## config.mk

```make
export PLATFORM = sky130hd
export DESIGN_NAME = bcd_digit_encoder
export DESIGN_NICKNAME = d
export VERILOG_FILES = /design/src/rtl/bcd_digit_encoder_pkg.sv /design/src/rtl/bcd_add3_cell.sv /design/src/rtl/bcd_digit_encoder.sv
export SDC_FILE = /design/constraint.sdc
export NUM_CORES = 1
export LEC_CHECK = 0
export ABC_AREA = 0
export BUFFER_PORTS_ARGS = -buffer_cell sky130_fd_sc_hd__buf_4
export CAP_MARGIN = 20
export CORE_ASPECT_RATIO = 0.5
export CORE_MARGIN = 10
export CORE_UTILIZATION = 58
export DETAILED_ROUTE_END_ITERATION = 8
export PLACE_DENSITY = 0.8
export SYNTH_ARGS = -nofsm -noshare
export SYNTH_HDL_FRONTEND = slang
export SYNTH_HIERARCHICAL = 1
export SYNTH_SLANG_ARGS = --single-unit
export TNS_END_PERCENT = 30
```

## constraint.sdc

```tcl
create_clock -name clk -period 2.9 [get_ports clk]
set_clock_uncertainty 0.2 [all_clocks]
set_input_delay 0.435 -clock clk [delete_from_list [all_inputs] [get_ports clk]]
set_output_delay 0.435 -clock clk [all_outputs]
set_load 0.01 [all_outputs]
```

## src/rtl/bcd_digit_encoder_pkg.sv

```systemverilog
// Shared definitions for the BCD digit encoder.
//   state_t          : encoder states (ST_IDLE, ST_CONV)
//   DEF_WIDTH/NDIG   : default product width and digit count
//   BCD_CORR_*       : shift-add-3 correction threshold and increment
//   DEF_CNT_W        : iteration counter width for the default product width
package bcd_digit_encoder_pkg;

  typedef enum logic {
    ST_IDLE = 1'b0,
    ST_CONV = 1'b1
  } state_t;

  localparam int DEF_WIDTH = 16;
  localparam int DEF_NDIG  = 5;

  localparam logic [3:0] BCD_CORR_THRESH = 4'd5;
  localparam logic [3:0] BCD_CORR_ADD    = 4'd3;

  localparam int DEF_CNT_W = $clog2(DEF_WIDTH);

endpackage

```

## src/rtl/bcd_add3_cell.sv

```systemverilog
// Combinational shift-add-3 corrector for one BCD digit.
//   i_digit : 4-bit BCD digit before the shift
//   o_digit : i_digit + 3 when i_digit >= 5, otherwise i_digit
import bcd_digit_encoder_pkg::*;

module bcd_add3_cell (
  input  logic [3:0] i_digit,
  output logic [3:0] o_digit
);

  assign o_digit = (i_digit >= BCD_CORR_THRESH) ? (i_digit + BCD_CORR_ADD) : i_digit;

endmodule

```

## src/rtl/bcd_digit_encoder.sv

```systemverilog
// Sequential binary-to-BCD encoder (shift-add-3, one bit per clock).
// Converts a signed two's-complement product into NDIG BCD digits plus a
// sign flag. Results are held between conversions and update only on the
// completion edge.
//   clk      : system clock, rising edge
//   R        : asynchronous active-high reset
//   start    : conversion request, sampled only in IDLE
//   prod     : signed product, sampled on the accepting edge
//   busy     : conversion in progress
//   done     : one-cycle pulse, new result on the outputs
//   neg      : sign of the last converted product
//   D0..D4   : BCD digits, D0 least significant
//   msd_idx  : index of the most significant non-zero digit (0 for value 0)
import bcd_digit_encoder_pkg::*;

module bcd_digit_encoder #(
  parameter int WIDTH = DEF_WIDTH,
  parameter int NDIG  = DEF_NDIG
) (
  input  logic             clk,
  input  logic             R,
  input  logic             start,
  input  logic [WIDTH-1:0] prod,
  output logic             busy,
  output logic             done,
  output logic             neg,
  output logic [3:0]       D0,
  output logic [3:0]       D1,
  output logic [3:0]       D2,
  output logic [3:0]       D3,
  output logic [3:0]       D4,
  output logic [2:0]       msd_idx
);

  localparam int CNT_W = $clog2(WIDTH);
  localparam int BCD_W = NDIG * 4;
  localparam int IDX_W = 3;

  state_t             r_state;
  logic [WIDTH-1:0]   r_mag;
  logic [BCD_W-1:0]   r_bcd;
  logic [CNT_W-1:0]   r_cnt;
  logic               r_sign;
  logic [BCD_W-1:0]   r_digits;
  logic               r_neg;
  logic [IDX_W-1:0]   r_msd;
  logic               r_done;

  state_t             w_nxt_state;
  logic [WIDTH-1:0]   w_nxt_mag;
  logic [BCD_W-1:0]   w_nxt_bcd;
  logic [CNT_W-1:0]   w_nxt_cnt;
  logic               w_nxt_sign;
  logic [BCD_W-1:0]   w_nxt_digits;
  logic               w_nxt_neg;
  logic [IDX_W-1:0]   w_nxt_msd;
  logic               w_nxt_done;

  logic [BCD_W-1:0]   w_corr;
  logic [BCD_W-1:0]   w_shift_bcd;
  logic [WIDTH-1:0]   w_shift_mag;
  logic [WIDTH-1:0]   w_abs;
  logic [IDX_W-1:0]   w_msd;
  logic               w_last;

  genvar g;
  generate
    for (g = 0; g < NDIG; g++) begin : g_corr
      bcd_add3_cell u_cell (
        .i_digit (r_bcd[g*4 +: 4]),
        .o_digit (w_corr[g*4 +: 4])
      );
    end
  endgenerate

  // The full corrected vector is shifted as one unit; the top digit never
  // carries out because 10^NDIG exceeds the largest magnitude.
  assign {w_shift_bcd, w_shift_mag} = {w_corr, r_mag} << 1;

  // Unsigned negation: -2^(WIDTH-1) maps onto itself, which is the correct
  // unsigned magnitude.
  assign w_abs  = prod[WIDTH-1] ? (~prod + 1'b1) : prod;
  assign w_last = (r_cnt == CNT_W'(WIDTH - 1));

  always_comb begin
    w_msd = '0;
    for (int i = 0; i < NDIG; i++) begin
      if (w_shift_bcd[i*4 +: 4] != 4'd0) w_msd = IDX_W'(i);
    end
  end

  always_ff @(posedge clk or posedge R) begin
    if (R) begin
      r_state  <= ST_IDLE;
      r_mag    <= '0;
      r_bcd    <= '0;
      r_cnt    <= '0;
      r_sign   <= 1'b0;
      r_digits <= '0;
      r_neg    <= 1'b0;
      r_msd    <= '0;
      r_done   <= 1'b0;
    end else begin
      r_state  <= w_nxt_state;
      r_mag    <= w_nxt_mag;
      r_bcd    <= w_nxt_bcd;
      r_cnt    <= w_nxt_cnt;
      r_sign   <= w_nxt_sign;
      r_digits <= w_nxt_digits;
      r_neg    <= w_nxt_neg;
      r_msd    <= w_nxt_msd;
      r_done   <= w_nxt_done;
    end
  end

  always_comb begin
    w_nxt_state  = r_state;
    w_nxt_mag    = r_mag;
    w_nxt_bcd    = r_bcd;
    w_nxt_cnt    = r_cnt;
    w_nxt_sign   = r_sign;
    w_nxt_digits = r_digits;
    w_nxt_neg    = r_neg;
    w_nxt_msd    = r_msd;
    w_nxt_done   = 1'b0;
    case (r_state)
      ST_IDLE: begin
        if (start) begin
          w_nxt_mag   = w_abs;
          w_nxt_sign  = prod[WIDTH-1];
          w_nxt_bcd   = '0;
          w_nxt_cnt   = '0;
          w_nxt_state = ST_CONV;
        end
      end
      ST_CONV: begin
        w_nxt_bcd = w_shift_bcd;
        w_nxt_mag = w_shift_mag;
        w_nxt_cnt = r_cnt + 1'b1;
        if (w_last) begin
          w_nxt_digits = w_shift_bcd;
          w_nxt_neg    = r_sign;
          w_nxt_msd    = w_msd;
          w_nxt_done   = 1'b1;
          w_nxt_state  = ST_IDLE;
        end
      end
      default: w_nxt_state = ST_IDLE;
    endcase
  end

  assign busy    = (r_state == ST_CONV);
  assign done    = r_done;
  assign neg     = r_neg;
  assign msd_idx = r_msd;
  assign D0      = r_digits[3:0];
  assign D1      = r_digits[7:4];
  assign D2      = r_digits[11:8];
  assign D3      = r_digits[15:12];
  assign D4      = r_digits[19:16];

endmodule
```

==> results of run 1 <==
## sequential cells by signal, summed over array words and instances (netlist names)
register / cells
r_cnt: 4
done: 1
r_digits: 20
msd_idx: 3
r_bcd: 20
r_mag: 16
busy: 1
neg: 1
r_sign: 1
## layout by cell type (no fill, tap or decap), drive strengths merged, types with 2 or more instances in the layout
cell / instances
a21oi: 19
a22o: 23
buf: 51
bufinv: 2
clkbuf: 11
clkinv: 2
dfrtp: 67
ha: 12
inv: 18
mux2i: 10
nand2: 95
nand2b: 14
nand3: 3
nand3b: 2
nand4: 3
nor2: 18
nor3b: 15
nor4: 5
o211ai: 2
o21ai: 21
o311ai: 4
o31ai: 2
o41ai: 2
or4: 3
xnor2: 7
xor2: 6
## layout make-up
class / instances / area [um2] / area share (%)
tap: 77 / 96.3 / 2.25
multi-input combinational: 279 / 1750 / 40.8
sequential: 67 / 1680 / 39.2
inverter: 18 / 67.6 / 1.58
clock buffer: 11 / 233 / 5.44
timing repair buffer: 51 / 383 / 8.94
clock inverter: 5 / 77.6 / 1.81
## where the power goes
group / switching [uW] / internal [uW] / total (uW)
combinational: 1080 / 968 / 2040
clock: 396 / 749 / 1150
sequential: 346 / 1350 / 1690
total: 1820 / 3070 / 4880
## worst max-delay path, stage by stage (launching register included)
cell      delay, ps
dfrtp_1         410
ha_1            200
nand2b_1        160
a21oi_2         210
xnor2_1         140
or4_1           510
nor2_1          170
a21boi_1        190
a21o_1          100
## routing by layer
| metal | global-route usage [%] | vias to the layer above | share of wire, % |
|---|---|---|---|
| met2 | 30.0 | 81 | 49 |
| met5 | 0 | - | 0 |
| met1 | 20.4 | 1399 | 43 |
| li1 | - | 1414 | - |
| met3 | 6.94 | 11 | 6.3 |
| met4 | 6.12 | 0 | 1.2 |
## path summary, 6_finish.rpt
path                          endpoint  cells after the start
setup / recovery            msd_idx[0]                      8
hold / removal             r_digits[6]                      3
setup reg to reg            msd_idx[0]                      8
hold reg to reg            r_digits[1]                      2
max in group asynchronous    r_bcd[11]                      3
min in group clk              r_mag[9]                      2
## per-stage QoR
| step | power (uW) | setup WS (ps) | hold WS [ps] | cell area, um2 |
|---|---|---|---|---|
| 6_report | 4880 | 553 | 155 | 4280 |
| 2_1_floorplan | 3050 | 582 | 239 | 3560 |
| 3_5_place_dp | 3730 | 602 | 266 | 3970 |
| 4_1_cts | 4910 | 575 | 154 | 4280 |
| 5_1_grt | 5220 | 418 | 155 | 4280 |
| 3_3_place_gp | 3580 | 686 | 260 | 3970 |
==> qor.yml, run 1 <==
finish:
  final_util_pct: 71.3
  final_cells: 508
  drive_gt1_share_pct: 18.1
  area_growth_pct: 20.2
  n_antenna_cell: 0
  nets: 457
  nFillCells: 465
floorplanning:
  core-area_um2: 6010
  die_x_um: 131
  initial_core_util_pct: 59.3
  die-area_um2: 9860
  die_y_um: 75.4
  num_io_pins: 45
  rows: 20
synthesis:
  avgSynthCellArea_um2: 9.34
  yosysWarnings: 6
  syn_area_um2: 3560
  synthCells: 381
  syn-num-nets: 412
detailed_routing:
  num_vias: 2905
  dr.pass1.iters: 4
  avgViaCountPerCell: 5.72
  wl_um: 8130
  ant_nets: 0
  drt_iter0_drc: 192
  drc_errors: 0
  wire_per_inst_um: 16.0
setup_path:
  r2r_start: "r_bcd[16]"
  worst-setup-path-type: "reg2reg"
  startpoint: "r_bcd[16]"
  crit_path_max_fanout: 4
  reg2reg_slack_ps: 550
  start_kind: "flip-flop"
  end_kind: "flip-flop"
  required_ps: 2970
  crit_arrival_ps: 2420
power:
  ir_worst_vdd_v: 0.000386
  power_density_nw_per_um2: 1140
  p_leak_uw: 0.00209
clock_tree:
  root_buffer: "clkbuf_16"
  cts.clk_slew.worst_paths_ps: 60
  cts_resized: 0
  cts-hold-fix-buffers: 0
  htree_num_levels: 3
  post-cts-setup-buffers: 0
  clock-sinks: 67
  clockBufferDepth: 2
  clk_latency_ps: 330
  cts_buffers: 9
  cts_tree: "built"
timing:
  max_slew_margin_pct: 44.2
  tns_ps: 0
  hold_viol_final: 0
  fin_crit_sh_pct: 80.9
  final_max_slew_viol_count: 0
  tightest_slew_ps: 837
  setup_viol: 0
  period_minus_slack_ps: 2350
  rsz0062_at_grt: "no"
  max_freq_mhz: 426
global_routing:
  antenna_found_initial: 0
  grt_pass1_wl_um: 13700
  grt_pass1_vias: 2880
  grt_max_degree: 68
  grt.total_usage_pct: 17.7
  grt.overflow.total: 0
place:
  place.gp.congestion: 0.921
  io_buffer_count: 44
  dp_hpwl_um: 5610
  dp_cells: 492
run:
  drv_cap: 0
min_path:
  holdCritPathClass: "in2async"
status:
  outcome: "complete, no violations"
No activity file was read; power rests on OpenSTA's default activity.
==> run 2, diff against run 1 <==
--- a/config.mk
+++ b/config.mk
@@ -10,9 +10,9 @@
 export CAP_MARGIN = 20
 export CORE_ASPECT_RATIO = 0.5
 export CORE_MARGIN = 10
-export CORE_UTILIZATION = 58
+export CORE_UTILIZATION = 52
 export DETAILED_ROUTE_END_ITERATION = 8
-export PLACE_DENSITY = 0.8
+export PLACE_DENSITY = 0.76
 export SYNTH_ARGS = -nofsm -noshare
 export SYNTH_HDL_FRONTEND = slang
 export SYNTH_HIERARCHICAL = 1
==> constraint.sdc (replaced) <==
create_clock -name clk -period 2 [get_ports clk]
set_clock_uncertainty 0.2 [all_clocks]
set_input_delay 0.3 -clock clk [delete_from_list [all_inputs] [get_ports clk]]
set_output_delay 0.3 -clock clk [all_outputs]
set_load 0.01 [all_outputs]
==> run 2 against run 1 <==
Net effect:
- the flow now finishes with violations (negative setup slack)
- critical path type unchanged
- clock-buffer cell count fell by 2
- first-iteration DRC count rose by 7.3%
- largest cell class unchanged
- final cell count grew 12%
- global-route usage decreased by 0.53 points
==> qor.yml, run 2 (same netlist as run 1, synthesis figures left out) <==
place:
  dp_hpwl_um: 5920
  io_buffer_count: 44
  place.gp.congestion: 0.902
  dp_worst_setup_slack_ps: -194
floorplanning:
  initial_core_util_pct: 53.3
  die-area_um2: 10800
  die_y_um: 78.5
  rows: 21
  die_x_um: 137
  num_io_pins: 45
  core-area_um2: 6670
global_routing:
  grt_pass1_wl_um: 15100
  grt.total_usage_pct: 17.2
  antenna_found_initial: 0
  grt_pass1_vias: 3218
  grt.overflow.total: 0
  grt_max_degree: 68
setup_path:
  crit_path_max_fanout: 3
  end_kind: "flip-flop"
  cp_cell_sequence: "ha_4 > nand2b_4 > a21oi_4 > mux2i_2 > or4_4 > nor2_4 > a21boi_2 > a21o_1"
  worst-setup-path-type: "reg2reg"
  reg2regPathDepth: 8
  critPathSlowestCell: "or4_4"
  r2r_start: "r_bcd[16]"
  reg2reg_slack_ps: -190
  startpoint: "r_bcd[16]"
  worstSetupEndpoint: "msd_idx[0]"
  worstReg2RegEnd: "msd_idx[0]"
  start_kind: "flip-flop"
  critPathMaxStageDelay_ps: 500
  required_ps: 2080
  crit_arrival_ps: 2260
timing:
  fin_crit_sh_pct: 109
  tightest_slew_ps: 414
  final_max_slew_viol_count: 0
  hold_viol_final: 0
  setup_viol: 3
  worst_slack_ps: -188
  max_slew_margin_pct: 72.2
  rsz0062_at_grt: "yes"
  period_minus_slack_ps: 2190
  max_freq_mhz: 457
detailed_routing:
  dr.pass1.iters: 4
  avgViaCountPerCell: 5.50
  drt_iter0_drc: 206
  num_vias: 3119
  wl_um: 9250
  drc_errors: 0
  wire_per_inst_um: 16.3
  ant_nets: 0
finish:
  final_common_cell: "nand2_1"
  n_antenna_cell: 0
  top_regs: "r_bcd: 20 flops, r_digits: 20 flops, r_mag: 16 flops"
  mostFrequentLayoutCells: "nand2_1 (93), buf_4 (92), dfrtp_1 (66), a22o_1 (23)"
  final_util_pct: 72.6
  drive_gt1_share_pct: 30.7
  area_growth_pct: 36.1
  nets: 501
power:
  power_density_nw_per_um2: 1770
  p_leak_uw: 0.00233
  ir_worst_vdd_v: 0.000596
  total_power_uw: 8570
clock_tree:
  clk_latency_ps: 340
  htree_num_levels: 3
  root_buffer: "clkbuf_16"
  cts.clk_slew.worst_paths_ps: 60
  clock-sinks: 67
  clockBufferDepth: 2
  cts_buffers: 9
  cts_tree: "built"
status:
  outcome: "finished with violations"
  violations: "negative setup slack"
min_path:
  holdCritPathClass: "in2reg"
run:
  drv_cap: 0
## run 2: repair_timing
action	4_1_cts	5_1_grt
pin swaps	7	8
setup endpoints to repair	3	18
gates resized for setup	15	19
hold buffers	1	0
buffers inserted	3	7
endpoints found under the hold margin	67	0
## run 2: power breakdown
group / internal, uW / total (uW) / switching (uW)
combinational: 2250 / 4270 / 2020
clock: 1220 / 1850 / 621
sequential: 1960 / 2460 / 502
## run 2: final cells by class
type,count,area [um2]
inverters,18,72.6
clock inverters,7,124
fillers,470,1830
well taps,92,115
multi-input cells,279,1900
clock buffers,9,225
repair buffers,95,732
flip-flops and latches,67,1680
## run 2: worst min path at each step
stage / start / to / cells after the start
floorplan: prod[9] / r_mag[9] / 1
global placement: R / done / 3
detailed placement: R / r_digits[6] / 3
CTS: prod[13] / r_mag[13] / 2
global route: prod[13] / r_mag[13] / 2
finish: prod[13] / r_mag[13] / 2
## run 2: per-stage QoR
step	instance area [um2]	setup TNS [ps]	hold slack [ps]	std cells
6_report	4850	-459	37.1	567
4_1_cts	4710	-355	42.8	560
2_1_floorplan	3560	-209	232	381
3_3_place_gp	4250	-357	223	540
5_1_grt	4850	-654	39.6	567
3_5_place_dp	4250	-528	229	540
## run 2: layer usage
layer	up-vias	GRT usage [%]	routed length [um]
met5	-	0	0
met1	1535	19.6	4020
met4	0	6.69	146
met2	70	28.6	4560
li1	1500	-	-
met3	14	6.86	520
## run 2: worst max-delay path, delay by kind of cell, from the launching register on
kind / cells / cell delay [ps]
compound gates: 3 / 430
fa+ha+maj: 1 / 190
flops: 1 / 450
mux: 1 / 110
simple gates: 3 / 730
==> run 3, diff against run 2 <==
--- a/config.mk
+++ b/config.mk
@@ -8,11 +8,13 @@
 export ABC_AREA = 0
 export BUFFER_PORTS_ARGS = -buffer_cell sky130_fd_sc_hd__buf_4
 export CAP_MARGIN = 20
+export CELL_PAD_IN_SITES_DETAIL_PLACEMENT = 1
+export CELL_PAD_IN_SITES_GLOBAL_PLACEMENT = 2
 export CORE_ASPECT_RATIO = 0.5
 export CORE_MARGIN = 10
-export CORE_UTILIZATION = 52
+export CORE_UTILIZATION = 32
 export DETAILED_ROUTE_END_ITERATION = 8
-export PLACE_DENSITY = 0.76
+export PLACE_DENSITY_LB_ADDON = 0.1
 export SYNTH_ARGS = -nofsm -noshare
 export SYNTH_HDL_FRONTEND = slang
 export SYNTH_HIERARCHICAL = 1
==> constraint.sdc (replaced) <==
create_clock -name clk -period 2 [get_ports clk]
set_clock_uncertainty 0.2 [all_clocks]
set_input_delay 0 -clock clk [delete_from_list [all_inputs] [get_ports clk]]
set_output_delay 0 -clock clk [all_outputs]
set_load 0.01 [all_outputs]
==> run 3 against run 2 <==
Net effect:
- the run still ends with negative setup slack left
- worst setup slack improved by 68 ps
- global-route usage fell by 4.0 points
- wire length increased by 9.5%
- combinational power fell by 4%
- clock-buffer cell count up 1
- final cell count grew 13%
- die area is 49% higher
- critical path depth up 1
- clock power fell by 23%
- largest power group unchanged
- highest routed layer unchanged
==> qor.yml, run 3 (same netlist as run 1, synthesis figures left out) <==
status:
  outcome: "finished with violations"
  violations: "negative setup slack"
place:
  dp_worst_setup_slack_ps: -188
  io_buffer_count: 44
  place.gp.congestion: 0.823
  dp_hpwl_um: 7130
  dp_cells: 594
  place_area_um2: 4360
global_routing:
  grt_pass1_vias: 3491
  grt.total_usage_pct: 13.2
  grt_max_degree: 27
  antenna_found_initial: 0
  grt_pass1_wl_um: 17300
  grt.overflow.total: 0
detailed_routing:
  avgViaCountPerCell: 4.96
  drt_iter0_drc: 120
  wl_um: 10100
  dr.pass1.iters: 4
  ant_nets: 0
  wire_per_inst_um: 15.9
  drc_errors: 0
  num_vias: 3165
clock_tree:
  root_buffer: "clkbuf_16"
  htree_num_levels: 3
  clk_latency_ps: 330
  cts.clk_slew.worst_paths_ps: 60
  clock-sinks: 67
  cts_buffers: 9
  cts_tree: "built"
  clockBufferDepth: 2
run:
  drv_cap: 0
setup_path:
  crit_arrival_ps: 2200
  start_kind: "flip-flop"
  end_kind: "flip-flop"
  required_ps: 2080
  crit_path_max_fanout: 3
  worst-setup-path-type: "reg2reg"
  reg2regPathDepth: 9
power:
  power_density_nw_per_um2: 1590
  total_power_uw: 7940
  p_leak_uw: 0.00238
  ir_worst_vdd_v: 0.000441
finish:
  final_cells: 638
  area_growth_pct: 40.0
  n_antenna_cell: 0
  nFillCells: 1240
  fin_area_um2: 4980
  final_common_cell: "nand2_1"
  drive_gt1_share_pct: 28.6
  mostFrequentLayoutCells: "nand2_1 (95), buf_4 (90), dfrtp_1 (66), a22o_1 (23), dlygate4sd3_1 (21)"
  top_regs: "r_bcd: 20 flops, r_digits: 20 flops, r_mag: 16 flops"
  nets: 519
floorplanning:
  rows: 27
  die_x_um: 169
  die_y_um: 94.6
  num_io_pins: 45
  die-area_um2: 16000
  core-area_um2: 10900
  initial_core_util_pct: 32.6
timing:
  rsz0062_at_grt: "yes"
  tightest_slew_ps: 597
  period_minus_slack_ps: 2120
  whs_ps: 102
  hold_viol_final: 0
  final_max_slew_viol_count: 0
  worst_slack_ps: -120
  fin_crit_sh_pct: 106
  setup_viol: 3
  max_freq_mhz: 472
  max_slew_margin_pct: 60.1
min_path:
  holdCritPathClass: "in2async"
==> run 3: final timing paths <==
path,start,to,slack [ps]
max in group asynchronous,R,r_mag[15],830
min in group clk,r_digits[1],r_digits[1],280
setup reg to reg,r_bcd[17],msd_idx[0],-120
hold / removal,R,r_bcd[13],100
hold reg to reg,r_digits[1],r_digits[1],280
setup / recovery,r_bcd[17],msd_idx[0],-120
==> run 3: routing by layer <==
layer	vias to the layer above	track usage, %	routed length [um]
li1	1532	-	-
met1	1560	15.4	4690
met2	52	23.1	4890
met3	21	3.73	387
met4	0	4.43	162
met5	-	0	0
==> run 3: cell type report <==
cell class	count	area, um2	area share [%]
multi-input combinational	279	1870	37.5
tap	145	181	3.64
inverter	18	67.6	1.36
clock inverter	6	32.5	0.653
clock buffer	10	229	4.60
timing repair buffer	113	926	18.6
sequential	67	1680	33.7
==> run 3: what timing repair did <==
item / in CTS / in global routing
endpoints found under the setup margin: 3 / 23
hold endpoints to repair: 68 / 0
pin swaps: 4 / 3
hold buffers: 21 / 0
gates resized for setup: 6 / 14
setup buffers: 3 / 4
==> run 3: critical path, stage by stage, from the launching register on <==
cell	delay [ps]
dfrtp_1	380
inv_2	100
ha_2	180
nand2b_4	130
a21oi_4	60
mux2i_2	150
or4_1	480
nor2_2	110
a21boi_2	160
a21o_1	100
==> run 3: per-stage QoR <==
stage	utilization (%)	TNS [ps]
2_1_floorplan	-	-93.7
3_3_place_gp	40.0	-220
3_5_place_dp	40.0	-489
4_1_cts	44.9	-273
5_1_grt	45.7	-818
6_report	45.7	-282
==> run 3: power breakdown <==
group	leakage [uW]	switching (uW)	total [uW]	internal, uW
clock network	0.000132	590	1420	826
registers	0.000857	481	2440	1960
logic	0.00139	1890	4080	2190
total	0.00238	2960	7940	4980
